===== src/rtl/ball_vertical_counter.sv =====
// Ball vertical position counter: applies the per-frame velocity at vblank entry and
// generates the 16-line ball window. Optional macro BALL_VATTRACT_FREEZE_EN zeroes drift in attract.
module ball_vertical_counter #(
  parameter logic [7:0] FRAME_TRIM = 8'd10,
  parameter logic [7:0] SERVE_POS  = 8'h80
) (
  input  logic       clk7_159,
  input  logic       _reset,
  input  logic       line_tick,
  input  logic       vblank,
  input  logic       ab,
  input  logic       bb,
  input  logic       cb,
  input  logic       db,
  input  logic       serve,
  input  logic       attract,
  output logic       vvid,
  output logic [3:0] vball_line
);

  typedef enum logic {ACTIVE = 1'b0, BLANK = 1'b1} phase_t;

  phase_t            r_phase;
  phase_t            w_phase_nxt;
  logic [7:0]        r_vcnt;
  logic [7:0]        w_vcnt_nxt;
  logic [7:0]        w_vcnt_adj;
  logic signed [3:0] w_vel;
  logic              r_vvid;
  logic [3:0]        r_vball_line;

  function automatic logic signed [7:0] sext8(input logic signed [3:0] x);
    return {{4{x[3]}}, x};
  endfunction

`ifdef BALL_VATTRACT_FREEZE_EN
  assign w_vel = attract ? 4'sd0 : {db, cb, bb, ab};
`else
  logic w_unused_attract;
  assign w_unused_attract = attract;
  assign w_vel = {db, cb, bb, ab};
`endif

  // Trim cancels the 246-line active count so only the velocity moves the window.
  assign w_vcnt_adj = r_vcnt + FRAME_TRIM + sext8(w_vel);

  always_comb begin
    w_vcnt_nxt  = r_vcnt;
    w_phase_nxt = r_phase;
    if (serve) begin
      w_vcnt_nxt = SERVE_POS;
    end else if (line_tick) begin
      unique case (r_phase)
        ACTIVE: begin
          if (vblank) begin
            w_vcnt_nxt  = w_vcnt_adj;
            w_phase_nxt = BLANK;
          end else begin
            w_vcnt_nxt = r_vcnt + 8'd1;
          end
        end
        BLANK: begin
          if (!vblank) begin
            w_vcnt_nxt  = r_vcnt + 8'd1;
            w_phase_nxt = ACTIVE;
          end
        end
        default: w_phase_nxt = ACTIVE;
      endcase
    end
  end

  always_ff @(posedge clk7_159) begin
    if (!_reset) begin
      r_vcnt  <= SERVE_POS;
      r_phase <= ACTIVE;
    end else begin
      r_vcnt  <= w_vcnt_nxt;
      r_phase <= w_phase_nxt;
    end
  end

  // Outputs decode the pre-update counter, so they trail it by one clock.
  always_ff @(posedge clk7_159) begin
    if (!_reset) begin
      r_vvid       <= 1'b0;
      r_vball_line <= 4'd0;
    end else begin
      r_vvid       <= (r_vcnt[7:4] == 4'hF) && (r_phase == ACTIVE);
      r_vball_line <= r_vcnt[3:0];
    end
  end

  assign vvid       = r_vvid;
  assign vball_line = r_vball_line;

endmodule


===== config.mk =====
export PLATFORM = sky130hd
export DESIGN_NAME = ball_vertical_counter
export DESIGN_NICKNAME = d
export VERILOG_FILES = /design/src/rtl/ball_vertical_counter.sv
export SDC_FILE = /design/constraint.sdc
export NUM_CORES = 1
export LEC_CHECK = 0
export ABC_AREA = 1
export BUFFER_PORTS_ARGS = -buffer_cell sky130_fd_sc_hd__buf_4
export CAP_MARGIN = 0
export CORE_ASPECT_RATIO = 0.9
export CORE_MARGIN = 1.5
export CORE_UTILIZATION = 60
export CTS_CLUSTER_DIAMETER = 40
export DETAILED_ROUTE_END_ITERATION = 8
export GPL_TIMING_DRIVEN = 1
export PLACE_DENSITY = 0.86
export SYNTH_ARGS = -nofsm -noshare
export SYNTH_HDL_FRONTEND = slang
export SYNTH_SLANG_ARGS = --single-unit

===== constraint.sdc =====
create_clock -name clk7_159 -period 3.6 [get_ports clk7_159]
set_input_delay 1.08 -clock clk7_159 [delete_from_list [all_inputs] [get_ports clk7_159]]
set_output_delay 1.08 -clock clk7_159 [all_outputs]
set_load 0.03 [all_outputs]

# --- Word-level counts from Yosys, hierarchy flattened ---
# Cells that the tools add are included.
op_classes:
  n_addsub: 3
  eq_ne: 2
  n_mux: 4
  bitwise: 3
  n_reduce_logical: 4
op_table:
  columns: ["cell", "count"]
  rows:
  - ["8-bit 2-to-1 mux", 2]
  - ["8-bit one-hot mux with 2 select lines", 1]
  - ["8-bit by 1-bit adder with 8-bit output (second input constant)", 1]
  - ["8-bit by 4-bit adder with 8-bit output (second input constant)", 1]
  - ["8-bit adder", 1]
  - ["4-bit equality test (second input constant)", 1]
  - ["2-bit AND reduction", 2]
  - ["1-bit inverter", 3]
  - ["2-bit inequality test (second input constant)", 1]
  - ["2-bit OR reduction", 1]
  - ["1-bit logical AND", 1]
  - ["1-bit 2-to-1 mux", 1]
word_totals:
  reg_bits: 14
  in_bits: 10
  elab_cells: 20

# --- Depth between registers and ports, before layout ---
logic_depth:
  ltp_word: 4
  mapped_depth: 13
  depth_no_buf: 13

# --- Worst setup path after synthesis ---
# OpenSTA, ideal clock, no wires.
synth_timing:
  path_kind: "input to register"
  start: "in bb"
  end: "reg r_vcnt[3]"
  setup_time_ps: 70
  arrival_time_ps: 2432
  t_required_ps: 3530
  setup_slack_ps: 1098
  cell_stages: 10
  path_cell_list: "inv_1 > ha_1 > inv_1 > ha_1 > fa_1 > a21oi_1 > o21ai_0 > nand3_1 > nand2_1 > a21oi_1"
synth_between:
  elab_chain_cells: 3
synth_rtl:
  columns: ["element", "line", "source"]
  rows:
  - ["start, declared", "12", "input logic bb,"]
  - ["8-bit adder", "45", "assign w_vcnt_adj = r_vcnt + FRAME_TRIM + sext8(w_vel);"]
  - ["8-bit 2-to-1 mux", "55", "if (vblank) begin"]
  - ["8-bit one-hot mux with 2 select lines", "53", "unique case (r_phase)"]
  - ["end signal, assigned", "78", "r_vcnt <= w_vcnt_nxt;"]
  - ["end, declared", "25", "logic [7:0] r_vcnt;"]
# Every way passes these cells.
# A chain may end at the register's enable or synchronous reset.

# --- Worst setup path after layout ---
layout_timing:
  start: "in bb"
  end: "reg r_vcnt[7]"
# The elaborated chain is that of the path after synthesis.

==> flow_summary.ini <==
[die]
dieArea_sq_um = 2170
ios = 15
rows = 14
fp.dieH_um = 44.4
die_w_um = 49.0
core_sq_um = 1730
initial_core_util = 0.658

[cts]
htreeDepth = 1
cts_sinks = 14
cts_tree = done
cts_buffer_depth = 2
post_cts_buffers = 0
cts_buffers = 3
hold_buffers = 0
cts_resized = 0
clk_latency_ns = 0.28
root_buffer = clkbuf_4
cts.clk_slew.worst_paths_ns = 0.08

[finish]
multi_input_area_sq_um = 721
fillCellCount = 147
drive_gt1_frac = 0.177
num_antenna_cells = 0
finalInstanceArea_sq_um = 1300
fin_nets = 218
regArea_sq_um = 280
layout-area-overhead-vs-synth_pct = 13.7

[synth]
synth_cells = 176
synth_top_area_cell = dfxtp_1
synthArstFlopShare = 0
yosys_warnings = 0
synth_cell_types = 22
synth-seq-area-share = 0.246
netlist_top_cells_area = dfxtp_1 25%, ha_1 15%, nand2_1 14%
synth_fp_nets = 201
syn_area_per_cell_sq_um = 6.48
netlist_area_sq_um = 1140
ys_ff_latch = 14
synth_most_common_cell = nand2_1
yosysTopAreaCellShare = 0.246
synth_flop_cell = dfxtp_1
synth-edff-count = 0
synth_top_cells_by_count = 44 x nand2_1, 28 x inv_1, 16 x a21oi_1, 16 x nand3_1

[route]
drc_errors = 0
avgRoutedWirePerCell_um = 11.2
routed_wl_um = 2410
first_pass_iters = 4
via_per_inst = 5.23
num_vias = 1129
ant_nets = 0
initialDrtViolationCount = 17

[grt]
grt_first_pass_wirelength_um = 4320
grt_pass1_vias = 1091
antenna_found_initial = 0
grt_overflow = 0
grt_max_degree = 14
track_usage = 0.258

[setup_path]
crit_fanout = 4
worstPathRequired_ns = 3.77
start_kind = input port
endpoint_kind = register
arrival_ns = 2.63
crit_type = input port to register
r2r_cells = 11

[sta]
setup-tns-final_ns = 0
hold_viol = 0
min_period_ns = 2.46
tightest_slew_ns = 0.278
relSlewSlack = 0.814
slew_violations = 0
skew_ns = 0.00185
setup_viol = 0
rsz0062_at_grt = no
fmax_mhz = 407
post-route-period-util = 0.683

[power]
ir_drop_v = 0.000250
power_density_nw_per_um2 = 290
p_leak_nw = 0.711

[hold_path]
hold_path_class = register to register
hold_path_depth = 1

[job]
cap_violations = 0

[placed_design]
place_congestion = 0.876
dpl.hpwl_um = 1930
dpl_cell_area_sq_um = 1260
io_buffers = 13

[outcome]
status = finished, final reports clean
report_power, final:
| part | switching [mW] | internal, mW |
|---|---|---|
| logic | 0.0606 | 0.0395 |
| clock network | 0.0491 | 0.0615 |
| registers | 0.00613 | 0.160 |
stage by stage:
step	instances	setup WS, ns	utilization	hold slack (ns)	total power [mW]
floorplan	176	1.10	-	0.440	0.241
global placement	212	0.897	0.727	0.460	0.264
detailed placement	212	0.870	0.727	0.468	0.269
CTS	216	1.15	0.748	0.474	0.380
global route	216	0.999	0.748	0.505	0.402
finish	216	1.14	0.748	0.475	0.377
layout by cell type (no fill, tap or decap):
cell,n
a21oi_1,16
a21oi_2,1
buf_4,13
clkbuf_4,3
clkbuf_8,1
clkinv_4,1
dfxtp_1,14
fa_1,1
ha_1,14
inv_1,28
inv_2,5
nand2_1,44
nand2_2,4
nand2_4,1
nand3_1,16
nand4_1,1
nor2_1,10
nor2_2,4
nor2_4,1
nor3_1,1
o21ai_0,7
o21ai_1,4
o22ai_1,1
xnor2_1,1
sequential cells by signal (all words and copies together), names as in the netlist:
name,flops
r_vcnt,8
vball_line,4
r_phase,1
vvid,1
path summary, 6_finish.rpt:
path / to / start / slack (ns)
min reg2reg: vvid$_SDFF_PN0_ / r_phase$_SDFFE_PN0P_ / 0.47
max reg2reg: r_vcnt[7]$_SDFFE_PP1P_ / r_vcnt[1]$_SDFFE_PP0P_ / 1.54
min: vvid$_SDFF_PN0_ / r_phase$_SDFFE_PN0P_ / 0.47
max: r_vcnt[7]$_SDFFE_PP1P_ / bb / 1.14
worst max-delay path, stage by stage:
cell     delay [ns]
buf_4          0.07
inv_1          0.03
ha_1           0.27
inv_1          0.04
ha_1           0.23
fa_1           0.45
nand2_1        0.12
nand3_1        0.07
nand2_1        0.06
nand3_1        0.07
nand2_1        0.07
nand2_1        0.06
kinds of logic after synthesis:
group                    after synthesis  share of synthesized area
flip-flops                            14                      0.246
AND/OR/NAND/NOR                       82                      0.321
buffers and inverters                 35                      0.123
XOR/XNOR                               1                    0.00768
AO/OA/AOI/OAI                         29                      0.132
adder cells (fa/ha/maj)               15                      0.171
per-layer routing:
layer  up-vias  global-route usage  wire length, um
li1        592                   -                -
met1       511               0.292             1060
met2        26               0.488             1230
met3         0              0.0743              113
met4         0              0.0571                0
met5         -                   0                0
cell type report:
| class | count | area share |
|---|---|---|
| multi-input cells | 127 | 0.555 |
| flip-flops and latches | 14 | 0.216 |
| inverters | 34 | 0.102 |
| repair buffers | 13 | 0.0752 |
| clock buffers | 4 | 0.0280 |
| well taps | 24 | 0.0231 |
Power figures use the tool's default switching activity.
